File: src/rtl/sio_rx_fifo.sv
// 8N1 serial receiver with a byte FIFO behind a two-register I/O port.
// Register 0 reads/pops received data; register 1 reads status and accepts the error-reset/flush command.
module sio_rx_fifo #(
  parameter int unsigned BAUD_DIV        = 1302,
  parameter int unsigned FIFO_DEPTH_LOG2 = 4
) (
  input  logic       clk,
  input  logic       reset,
  input  logic       ce,
  input  logic       rx,
  input  logic       addr,
  input  logic       rd,
  input  logic       we,
  input  logic [7:0] data_in,
  output logic [7:0] data_out,
  output logic       rx_ready
);

  localparam int unsigned TW    = $clog2(BAUD_DIV);
  localparam int unsigned AW    = FIFO_DEPTH_LOG2;
  localparam int unsigned CW    = FIFO_DEPTH_LOG2 + 1;
  localparam int unsigned DEPTH = 1 << FIFO_DEPTH_LOG2;

  localparam logic [TW-1:0] HALF_M1 = TW'(BAUD_DIV / 2 - 1);
  localparam logic [TW-1:0] FULL_M1 = TW'(BAUD_DIV - 1);
  localparam logic [CW-1:0] DEPTH_C = CW'(DEPTH);

  typedef enum logic [2:0] {
    S_IDLE,
    S_START,
    S_DATA,
    S_STOP,
    S_BREAK
  } state_t;

  logic          rx_meta_q, rx_sync_q;
  state_t        state_q, state_d;
  logic [TW-1:0] tick_q, tick_d;
  logic [2:0]    bit_q, bit_d;
  logic [7:0]    shift_q, shift_d;
  logic          push_req;
  logic          frame_set;

  logic [7:0]    mem [DEPTH];
  logic [AW-1:0] wr_ptr_q, wr_ptr_d;
  logic [AW-1:0] rd_ptr_q, rd_ptr_d;
  logic [CW-1:0] count_q, count_d;
  logic          overrun_q, overrun_d;
  logic          framing_q, framing_d;
  logic          rx_ready_q;
  logic          rd_q;
  logic [7:0]    data_out_q, data_out_d;

  logic          rd_rise, pop, push_ok, overrun_set;
  logic          clr_err, flush, full;
  logic [7:0]    status;
  logic          unused_data_bits;

  assign unused_data_bits = ^{data_in[7], data_in[5], data_in[3:0]};

  // ---------------------------------------------------------------- sync
  always_ff @(posedge clk) begin
    if (reset) begin
      rx_meta_q <= 1'b1;
      rx_sync_q <= 1'b1;
    end else begin
      rx_meta_q <= rx;
      rx_sync_q <= rx_meta_q;
    end
  end

  // ---------------------------------------------------------------- receiver FSM
  always_ff @(posedge clk) begin
    if (reset) begin
      state_q <= S_IDLE;
      tick_q  <= '0;
      bit_q   <= '0;
      shift_q <= '0;
    end else begin
      state_q <= state_d;
      tick_q  <= tick_d;
      bit_q   <= bit_d;
      shift_q <= shift_d;
    end
  end

  always_comb begin
    state_d   = state_q;
    tick_d    = tick_q;
    bit_d     = bit_q;
    shift_d   = shift_q;
    push_req  = 1'b0;
    frame_set = 1'b0;
    if (ce) begin
      unique case (state_q)
        S_IDLE: begin
          if (!rx_sync_q) begin
            state_d = S_START;
            tick_d  = '0;
          end
        end
        S_START: begin
          if (tick_q == HALF_M1) begin
            tick_d = '0;
            bit_d  = '0;
            state_d = rx_sync_q ? S_IDLE : S_DATA;
          end else begin
            tick_d = tick_q + TW'(1);
          end
        end
        S_DATA: begin
          if (tick_q == FULL_M1) begin
            shift_d = {rx_sync_q, shift_q[7:1]};
            tick_d  = '0;
            bit_d   = bit_q + 3'd1;
            if (bit_q == 3'd7) state_d = S_STOP;
          end else begin
            tick_d = tick_q + TW'(1);
          end
        end
        S_STOP: begin
          if (tick_q == FULL_M1) begin
            tick_d = '0;
            if (rx_sync_q) begin
              push_req = 1'b1;
              state_d  = S_IDLE;
            end else begin
              frame_set = 1'b1;
              state_d   = S_BREAK;
            end
          end else begin
            tick_d = tick_q + TW'(1);
          end
        end
        // Line held low past the stop bit: wait for it to return high.
        S_BREAK: begin
          if (rx_sync_q) state_d = S_IDLE;
        end
        default: state_d = S_IDLE;
      endcase
    end
  end

  // ---------------------------------------------------------------- FIFO and bus
  assign rd_rise     = rd & ~rd_q;
  assign pop         = rd_rise & ~addr & (count_q != '0);
  assign full        = (count_q == DEPTH_C);
  // A pop in the same cycle frees a slot, so a push into a full FIFO still lands.
  assign push_ok     = push_req & (~full | pop);
  assign overrun_set = push_req & ~push_ok;
  assign clr_err     = we & addr & data_in[4];
  assign flush       = we & addr & data_in[6];
  assign status      = {4'b0000, framing_q, overrun_q, full, rx_ready_q};

  always_comb begin
    wr_ptr_d = wr_ptr_q;
    rd_ptr_d = rd_ptr_q;
    count_d  = count_q;
    if (flush) begin
      wr_ptr_d = '0;
      rd_ptr_d = '0;
      count_d  = '0;
    end else begin
      if (pop)     rd_ptr_d = rd_ptr_q + AW'(1);
      if (push_ok) wr_ptr_d = wr_ptr_q + AW'(1);
      unique case ({push_ok, pop})
        2'b10:   count_d = count_q + CW'(1);
        2'b01:   count_d = count_q - CW'(1);
        default: count_d = count_q;
      endcase
    end
  end

  always_comb begin
    overrun_d = clr_err ? 1'b0 : overrun_q;
    framing_d = clr_err ? 1'b0 : framing_q;
    if (overrun_set) overrun_d = 1'b1;
    if (frame_set)   framing_d = 1'b1;
  end

  // Data reads latch only on the rd edge so a held strobe keeps showing the popped byte.
  always_comb begin
    data_out_d = data_out_q;
    if (rd) begin
      if (addr)         data_out_d = status;
      else if (rd_rise) data_out_d = (count_q != '0) ? mem[rd_ptr_q] : 8'h00;
    end
  end

  always_ff @(posedge clk) begin
    if (push_ok && !flush) mem[wr_ptr_q] <= shift_q;
  end

  always_ff @(posedge clk) begin
    if (reset) begin
      wr_ptr_q   <= '0;
      rd_ptr_q   <= '0;
      count_q    <= '0;
      overrun_q  <= 1'b0;
      framing_q  <= 1'b0;
      rx_ready_q <= 1'b0;
      rd_q       <= 1'b0;
      data_out_q <= 8'h00;
    end else begin
      wr_ptr_q   <= wr_ptr_d;
      rd_ptr_q   <= rd_ptr_d;
      count_q    <= count_d;
      overrun_q  <= overrun_d;
      framing_q  <= framing_d;
      rx_ready_q <= (count_d != '0);
      rd_q       <= rd;
      data_out_q <= data_out_d;
    end
  end

  assign data_out = data_out_q;
  assign rx_ready = rx_ready_q;

endmodule

File: config.mk
export PLATFORM = sky130hd
export DESIGN_NAME = sio_rx_fifo
export DESIGN_NICKNAME = d
export VERILOG_FILES = /design/src/rtl/sio_rx_fifo.sv
export SDC_FILE = /design/constraint.sdc
export NUM_CORES = 1
export LEC_CHECK = 0
export CAP_MARGIN = 10
export CELL_PAD_IN_SITES_DETAIL_PLACEMENT = 0
export CELL_PAD_IN_SITES_GLOBAL_PLACEMENT = 1
export CORE_AREA = 8 8 157 159
export DETAILED_ROUTE_END_ITERATION = 16
export DIE_AREA = 0 0 165 167
export PLACE_DENSITY = 0.55
export SKIP_LAST_GASP = 1
export SLEW_MARGIN = 10
export SYNTH_ARGS = -nofsm -noshare
export SYNTH_HDL_FRONTEND = slang
export SYNTH_SLANG_ARGS = --single-unit
File: constraint.sdc
create_clock -name clk -period 4.02 [get_ports clk]
set_clock_uncertainty 0.1 [all_clocks]
set_input_delay 0.603 -clock clk [delete_from_list [all_inputs] [get_ports clk]]
set_output_delay 0.603 -clock clk [all_outputs]
set_load 0.02 [all_outputs]
==> results of run 1 <==
-- layout make-up --
type	instances	area (sq um)	area share
clock buffer	17	425	0.0482
clock inverter	14	151	0.0172
inverter	11	41.3	0.00468
multi-input combinational	292	2540	0.287
sequential	184	4970	0.563
tap	285	357	0.0404
timing repair buffer	41	350	0.0397
-- where the power goes --
part           leakage, nW  switching [W]  internal (W)  total [W]
logic                0.932      0.0000386     0.0000275  0.0000661
clock network        0.281       0.000810      0.000830    0.00164
registers             1.94     0.00000890       0.00200    0.00201
-- metrics by stage --
stage / total power (W) / std cells / cell area [sq um] / setup slack [ns]
floorplan: 0.00210 / 513 / 7660 / 0.721
global placement: 0.00212 / 813 / 8250 / 0.348
detailed placement: 0.00212 / 813 / 8250 / 0.288
CTS: 0.00376 / 844 / 8830 / 0.730
global route: 0.00384 / 844 / 8830 / 0.419
finish: 0.00372 / 844 / 8830 / 0.698
-- flip-flops by register name (all words and copies together) (netlist names), 3 cells and up, named ones only --
| signal | flops |
|---|---|
| mem | 128 |
| tick_q | 11 |
| data_out | 8 |
| shift_q | 8 |
| count_q | 5 |
| rd_ptr_q | 4 |
| wr_ptr_q | 4 |
| bit_q | 3 |
| state_q | 3 |
-- logic make-up (layout without fill, tap and decap cells) --
kind of cell	after synthesis	after routing
DFF	184	184
AOI/OAI and AO/OA	53	53
adders and majority gates	14	14
muxes	54	54
and+or+nand+nor	153	153
buffers and inverters	37	83
xor gates and xnor gates	18	18
-- worst max-delay path, delay by kind of cell --
kind                     cells  cell delay, ns
AND/OR/NAND/NOR              4            0.92
buffers and inverters        2            0.67
AO/OA/AOI/OAI                5            1.01
adder cells (fa/ha/maj)      1            0.33
-- worst paths after layout --
check                   startpoint                    to  slack [ns]  cells past startpoint
min           rx_meta_q$_SDFF_PP1_  rx_sync_q$_SDFF_PP1_        0.32                      1
min reg2reg   rx_meta_q$_SDFF_PP1_  rx_sync_q$_SDFF_PP1_        0.32                      1
max                             ce   rx_ready$_SDFF_PP0_        0.70                     12
max reg2reg  count_q[1]$_SDFF_PP0_   rx_ready$_SDFF_PP0_        0.78                     11
-- cells in the final DEF, fill, tap and decap left out, types with 4 or more instances in the layout --
master	instances
a21oi_1	21
a22oi_1	4
and3_1	4
buf_4	24
clkbuf_16	17
clkdlybuf4s50_1	17
dfxtp_1	55
edfxtp_1	128
ha_1	13
inv_1	11
inv_8	6
mux2i_1	14
mux4_2	40
nand2_1	24
nand2b_1	8
nand3_1	12
nand4_1	7
nor2_1	58
nor3_1	6
nor3b_1	4
o21ai_0	5
or3_1	5
xnor2_1	8
xor2_1	10
-- synth_stat cells (all sizes together) (2+ instances only) --
master	number	area [sq um]
nand4	7	43.8
or3b	3	26.3
mux2i	14	140
inv	11	41.3
nor2	59	229
dfxtp	56	1120
and4	2	17.5
mux4	40	901
xnor2	8	70.1
nand3b	3	22.5
clkbuf	17	63.8
edfxtp	128	3840
nor3	6	30.0
a21o	2	15.0
nor4b	4	41.3
or3	5	31.3
a21oi	22	114
nor2b	3	18.8
or2	2	12.5
a211oi	2	15.0
nand3	12	60.1
and3	4	25.0
ha	13	163
nor3b	4	30.0
o32a	2	20.0
a221oi	2	17.5
xor2	10	87.6
o31ai	3	22.5
nand2b	8	50.1
nand2	24	90.1
a22oi	5	42.5
buf	9	50.1
o21ai	6	30.0
nor4bb	2	20.0
-- layer usage --
layer  wire length [microns]  part of all wire  GRT usage  up-vias
met2                    8140              0.48      0.204       88
met1                    7550              0.45      0.166     2187
met4                     336             0.020     0.0474        0
met3                     801             0.048     0.0308       24
met5                       0                 0          0        -
li1                        -                 -          -     2025
==> qor.csv, run 1 <==
metric;value;unit
grt_max_degree;22;
critPathRequiredTime;4.23;ns
postSynthCellCount;513;
initial_core_util;0.344;
end_kind;flop;
antenna_found_initial;0;
grt_pass1_vias;4398;
synth_top_family_by_area;multiplexers;
fin_crit_sh;0.826;
synth_compound_area_frac;0.0472;
tightest_slew;1.02;ns
rows;55;
relSlewSlack;0.312;
wl_per_cell;19.9;microns
die_h;167;microns
hold_violations;0;
post_cts_buffers;0;
synth-simple-area-share;0.104;
synth.distinct_cells;57;
ioPinCount;24;
wl;16.8;mm
hold_class;reg -> reg;
route.detailed.drc;0;
synth_edf_count;128;
clk_pin_slew;0.07;ns
area_growth;15.3;%
synth-seq-area-share;0.648;
status;finished clean;
numCtsBuffers;17;
cp-start-kind;primary input;
cts_tree;done;
drtPass1Iterations;4;
syn_avg_cell_area;14.9;sq um
detail-route-antenna-nets;0;
synth_xor_area_frac;0.0206;
fin_crit;3.32;ns
cts_sinks;184;
core;22200;sq um
p_leak;3.16;nW
drv_slew;0;
synth_nets;542;
slowest_stage;clkdlybuf4s50_1;
grt_pass1_wl;26.2;mm
power_density;421;nW/um^2
final_layout_size_suffix_gt1_frac;0.191;
clk_latency;0.44;ns
crit_type;in -> reg;
fmaxAchievable;301;MHz
layout.nets;576;
finalSetupViolCount;0;
dieArea;27600;sq um
synth_mux_area_frac;0.136;
synth_fa_ha_area_frac;0.0239;
viasPerCell;5.12;
place_hpwl;11.0;mm
yosys_most_used_dff;edfxtp_1;
hold_ws;0.319;ns
clockBufferDepth;2;
grt.overflow.total;0;
cp.arrival;3.53;ns
cpMostUsedCell;o31ai_1;
diodes;0;
fin_setup_tns;0;ns
dr_total_vias;4324;
ys_ff_latch;184;
grt_usage;0.128;
portBuffers;17;
die_w;165;microns
nFillCells;2057;
cts_max_level;4;
synth_area;7660;sq um
cp_max_fo;5;
synth_warnings;0;
worst_path_largest_cell_delay;0.57;ns
ys_async_sr_fraction;0;
ctsHoldBuffers;0;
post-route-util;0.397;
max_cap_viol_count;0;
cts_resized;0;
cts_root_buffer;clkbuf_16;
peakVddDrop;0.252;mV
routabilityCongestion;0.800;
path_cells;clkdlybuf4s50_1, nor4b_1, nand4_1, nand2_1, inv_1, ha_1, nand2b_1, o2bb2ai_1, o211ai_1, o31ai_1, o31ai_1, a41oi_2;
rsz0062_at_grt;no;
dr.first_iter.drc_count;206;
Note: power is estimated with default switching activity, not from simulation.
==> run 2: changes to the inputs <==
==> constraint.sdc (replaced) <==
create_clock -name clk -period 3.38 [get_ports clk]
set_clock_uncertainty 0.1 [all_clocks]
set_input_delay 0.507 -clock clk [delete_from_list [all_inputs] [get_ports clk]]
set_output_delay 0.507 -clock clk [all_outputs]
set_load 0.02 [all_outputs]
==> run 2 against run 1 <==
  * Largest cell class unchanged
  * Sequential power up 19%
  * Global-route usage is 0.086 points higher
  * Critical endpoint is now count_q[4]$_SDFF_PP0_
  * Largest power group unchanged
  * Die area did not move
  * Highest routed layer unchanged
==> qor.csv, run 2 (synthesized netlist as in run 1, its figures left out) <==
metric;value;unit;change
grt_pass1_wl;26.5;mm;was 26.2 mm
die_w;165;microns;unchanged
diodes;0;;unchanged
power.switching;0.00102;W;was 0.000857 W
rsz0062_at_grt;no;;unchanged
status;finished clean;;unchanged
cp_max_fo;4;;was 5
cts_resized;0;;unchanged
clockBufferDepth;2;;unchanged
detail-route-antenna-nets;0;;unchanged
fmaxAchievable;328;MHz;
swShare;0.229;;was 0.231
dr_total_vias;4393;;was 4324
ioPinCount;24;;unchanged
layout.nets;594;;was 576
grt_pass1_vias;4456;;was 4398
end_kind;flop;;unchanged
hold_class;reg -> reg;;unchanged
pwr-share-clk;0.441;;about the same
clk_pin_slew;0.07;ns;about the same
cp.arrival;3.26;ns;was 3.53 ns
numCtsBuffers;17;;unchanged
die_h;167;microns;unchanged
wl;17.2;mm;was 16.8 mm
grt_max_degree;21;;was 22
peakVddDrop;0.355;mV;was 0.252 mV
largest_reg_flops;128;;unchanged
p_total;0.00443;W;was 0.00372 W
drv_slew;0;;unchanged
max_cap_viol_count;0;;unchanged
drtPass1Iterations;4;;unchanged
cts_sinks;184;;unchanged
grt_usage;0.129;;was 0.128
mostFrequentLayoutCells;128 x edfxtp_1, 58 x nor2_1, 55 x dfxtp_1;;unchanged
portBuffers;17;;unchanged
cts_root_buffer;clkbuf_16;;unchanged
grt.overflow.total;0;;unchanged
post_cts_buffers;0;;unchanged
area_growth;17.1;%;was 15.3%
relSlewSlack;0.428;;was 0.312
initial_core_util;0.344;;unchanged
critPathRequiredTime;3.59;ns;was 4.23 ns
antenna_found_initial;0;;unchanged
cts_tree;done;;unchanged
crit_type;in -> reg;;unchanged
viasPerCell;5.09;;was 5.12
cts_max_level;4;;unchanged
internal_power;0.00341;W;was 0.00286 W
dp.cells;831;;was 813
fin_cells;863;;was 844
dr.first_iter.drc_count;242;;was 206
cp-start-kind;primary input;;unchanged
final_layout_size_suffix_gt1_frac;0.216;;was 0.191
hold_violations;0;;unchanged
place_hpwl;11.2;mm;was 11.0 mm
wl_per_cell;19.9;microns;about the same
power_density;494;nW/um^2;was 421 nW/um^2
tightest_slew;0.856;ns;was 1.02 ns
top_regs;mem (128), tick_q (11);;unchanged
route.detailed.drc;0;;unchanged
p_leak;3.24;nW;was 3.16 nW
final_common_cell;edfxtp_1;;unchanged
fin_crit;3.05;ns;
core;22200;sq um;unchanged
p_comb_frac;0.019;;was 0.018
finalSetupViolCount;0;;unchanged
rows;55;;unchanged
ctsHoldBuffers;0;;unchanged
fin_crit_sh;0.902;;
largest-register;mem;;unchanged
clk_latency;0.43;ns;was 0.44 ns
power_frac_seq;0.540;;was 0.541
routabilityCongestion;0.793;;was 0.800
dieArea;27600;sq um;unchanged
## run 2: power groups by stage
| stage | Combinational, W | Clock [W] | Sequential [W] |
|---|---|---|---|
| floorplan | 0.0000532 | 0 | 0.00244 |
| global placement | 0.0000849 | 0 | 0.00244 |
| detailed placement | 0.0000854 | 0 | 0.00244 |
| CTS | 0.0000859 | 0.00201 | 0.00239 |
| global route | 0.0000940 | 0.00209 | 0.00239 |
| finish | 0.0000850 | 0.00195 | 0.00239 |
## run 2: worst max-delay path: stages
cell and delay (ns):
clkdlybuf4s50_1 0.48, or3b_1 0.39, a21oi_1 0.18, nand2_1 0.11, fa_1 0.39, nand2b_1 0.16, o2bb2ai_1 0.18, o211ai_1 0.19
o31ai_1 0.10, o31ai_1 0.38, buf_4 0.18, nor2_1 0.03
## run 2: path summary, 6_finish.rpt
path / startpoint / endpoint / slack [ns] / cells past startpoint
max: rd / count_q[4]$_SDFF_PP0_ / 0.33 / 12
min: rx_meta_q$_SDFF_PP1_ / rx_sync_q$_SDFF_PP1_ / 0.31 / 1
max reg2reg: tick_q[1]$_SDFFE_PP0P_ / count_q[4]$_SDFF_PP0_ / 0.45 / 13
min reg2reg: rx_meta_q$_SDFF_PP1_ / rx_sync_q$_SDFF_PP1_ / 0.31 / 1
## run 2: routing by layer
metal  GRT usage  vias to the layer above  share of wire
met1       0.174                     2238           0.47
met4      0.0380                        0          0.014
met3      0.0296                       17          0.032
met2       0.203                       77           0.48
met5           0                        -              0
li1            -                     2061              -
## run 2: layout make-up
cell class | instances | area [sq um]
tap | 285 | 357
multi-input combinational | 292 | 2540
fill | 2062 | 13300
clock buffer | 18 | 429
sequential | 184 | 4970
inverter | 11 | 41.3
timing repair buffer | 59 | 485
clock inverter | 14 | 148
## run 2: per-stage QoR
step	area [sq um]	worst slack [ns]	hold WS, ns	setup TNS (ns)	util
detailed placement	8390	-0.0533	0.295	-0.0842	0.377
CTS	8960	0.363	0.310	0	0.403
finish	8960	0.331	0.309	0	0.403
global route	8960	0.184	0.333	0	0.403
floorplan	7660	0.177	0.289	0	-
global placement	8390	-0.0151	0.292	-0.0151	0.377
==> run 3: changes to the inputs <==
--- a/config.mk
+++ b/config.mk
@@ -11,9 +11,12 @@
 export CORE_AREA = 8 8 157 159
 export DETAILED_ROUTE_END_ITERATION = 16
 export DIE_AREA = 0 0 165 167
+export HOLD_SLACK_MARGIN = 0.02
 export PLACE_DENSITY = 0.55
+export SETUP_SLACK_MARGIN = 0.4
 export SKIP_LAST_GASP = 1
 export SLEW_MARGIN = 10
 export SYNTH_ARGS = -nofsm -noshare
 export SYNTH_HDL_FRONTEND = slang
 export SYNTH_SLANG_ARGS = --single-unit
+export TNS_END_PERCENT = 100
==> run 3 against run 2 <==
  * Clock power rose by 2%
  * Sequential power hardly changed
  * Register-to-register slack improved by 0.21 ns
  * Final cell count fell by 0.23%
  * Global-route usage grew 0.21 points
  * Design area rose by 0.47%
  * Highest routed layer unchanged
  * Non-clock buffer count fell by 2
  * Largest power group unchanged
==> qor.csv, run 3 (synthesized netlist as in run 1, its figures left out) <==
metric;value;unit;change
core;22200;sq um;unchanged
final_common_cell;edfxtp_1;;unchanged
initial_core_util;0.344;;unchanged
ctsHoldBuffers;0;;unchanged
fmaxAchievable;351;MHz;was 328 MHz
hold_class;reg -> reg;;unchanged
hold_violations;0;;unchanged
drv_slew;0;;unchanged
status;finished clean;;unchanged
fin_crit_sh;0.843;;was 0.902
die_h;167;microns;unchanged
area_growth;17.6;%;was 17.1%
clk_pin_slew;0.07;ns;about the same
clk_latency;0.43;ns;about the same
wl_per_cell;19.9;microns;about the same
post_cts_buffers;0;;unchanged
portBuffers;17;;unchanged
dieArea;27600;sq um;unchanged
grt_pass1_vias;4563;;was 4456
cts_root_buffer;clkbuf_16;;unchanged
final_area;9000;sq um;was 8960 sq um
grt.overflow.total;0;;unchanged
diodes;0;;unchanged
viasPerCell;5.11;;was 5.09
largest-register;mem;;unchanged
clockBufferDepth;2;;unchanged
numCtsBuffers;17;;unchanged
routabilityCongestion;0.792;;was 0.793
drtPass1Iterations;4;;unchanged
die_w;165;microns;unchanged
antenna_found_initial;0;;unchanged
cp-start-kind;primary input;;unchanged
dr_total_vias;4396;;was 4393
critPathRequiredTime;3.60;ns;was 3.59 ns
wl;17.2;mm;about the same
final_layout_size_suffix_gt1_frac;0.229;;was 0.216
power_density;496;nW/um^2;was 494 nW/um^2
cp_max_fo;5;;was 4
peakVddDrop;0.396;mV;was 0.355 mV
top_regs;mem (128), tick_q (11);;unchanged
grt-busiest-layer;met2;;unchanged
dr.first_iter.drc_count;280;;was 242
nFillCells;2065;;was 2062
mostFrequentLayoutCells;128 x edfxtp_1, 58 x nor2_1, 53 x dfxtp_1;;was 128 x edfxtp_1, 58 x nor2_1, 55 x dfxtp_1
p_leak;3.25;nW;was 3.24 nW
rsz0062_at_grt;no;;unchanged
grt_usage;0.131;;was 0.129
end_kind;flop;;unchanged
crit_type;in -> reg;;unchanged
cts_tree;done;;unchanged
cp.arrival;3.07;ns;was 3.26 ns
dpl_cell_area;8390;sq um;about the same
ioPinCount;24;;unchanged
route.detailed.drc;0;;unchanged
grt_max_degree;21;;unchanged
rows;55;;unchanged
layout.nets;592;;was 594
cts_max_level;4;;unchanged
grtUsageMet3;0.0323;;was 0.0296
largest_reg_flops;128;;unchanged
relSlewSlack;0.459;;was 0.428
fin_crit;2.85;ns;was 3.05 ns
detail-route-antenna-nets;0;;unchanged
tightest_slew;0.811;ns;was 0.856 ns
place_hpwl;11.3;mm;was 11.2 mm
cts_sinks;184;;unchanged
met2_usage;0.209;;was 0.203
finalSetupViolCount;0;;unchanged
fin_setup_tns;0;ns;unchanged
post-route-util;0.405;;was 0.403
max_cap_viol_count;0;;unchanged
use_met1;0.171;;was 0.174
grt_pass1_wl;26.9;mm;was 26.5 mm
==> run 3: changes by cell type in the layout (fill, tap and decap cells not counted), moves of 2 or more <==
cell      delta
buf_4        -3
clkinv_4     +2
dfxtp_1      -2
dfxtp_2      +2
==> run 3: cell type report <==
cell class | count | area, sq um | share of cell area
flip-flops and latches | 184 | 4970 | 0.552
multi-input cells | 292 | 2560 | 0.285
repair buffers | 57 | 483 | 0.0536
clock buffers | 17 | 425 | 0.0472
well taps | 285 | 357 | 0.0396
clock inverters | 15 | 168 | 0.0186
inverters | 11 | 41.3 | 0.00459
==> run 3: critical path, cell delays in order <==
cell and delay (ns):
clkdlybuf4s50_1 0.48, or3b_4 0.39, a21oi_2 0.13, nand2_1 0.11, fa_2 0.36, nand2b_1 0.17
o2bb2ai_2 0.15, o211ai_1 0.17, o31ai_1 0.12, o31ai_2 0.30, buf_4 0.16, nor2_1 0.03
==> run 3: path summary, 6_finish.rpt <==
kind | startpoint | to | slack [ns] | cells after the start
max | rd | count_q[4]$_SDFF_PP0_ | 0.53 | 12
min | rx_meta_q$_SDFF_PP1_ | rx_sync_q$_SDFF_PP1_ | 0.31 | 1
max reg2reg | state_q[1]$_SDFFE_PP0P_ | count_q[4]$_SDFF_PP0_ | 0.66 | 12
min reg2reg | rx_meta_q$_SDFF_PP1_ | rx_sync_q$_SDFF_PP1_ | 0.31 | 1
==> run 3: per-stage QoR <==
step / std cells / setup slack (ns) / power [W] / hold WS (ns)
after floorplan: 513 / 0.415 / 0.00249 / 0.289
after global placement: 829 / -0.0207 / 0.00253 / 0.296
after detailed placement: 829 / -0.0969 / 0.00253 / 0.296
after CTS: 861 / 0.430 / 0.00452 / 0.314
after global routing: 861 / 0.388 / 0.00461 / 0.323
final: 861 / 0.529 / 0.00447 / 0.311
==> run 3: repair_timing <==
item	in CTS	in global routing
endpoints found under the setup margin	2	2
pin swaps	0	1
gates resized for setup	1	5
==> run 3: power by group <==
group / switching, W / internal, W
registers: 0.0000106 / 0.00238
logic: 0.0000482 / 0.0000381
clock network: 0.000931 / 0.00106
==> run 3: per-layer routing <==
layer | vias up | routed length [microns]
li1 | 2056 | -
met1 | 2248 | 7870
met2 | 67 | 8310
met3 | 25 | 658
met4 | 0 | 313
met5 | - | 0
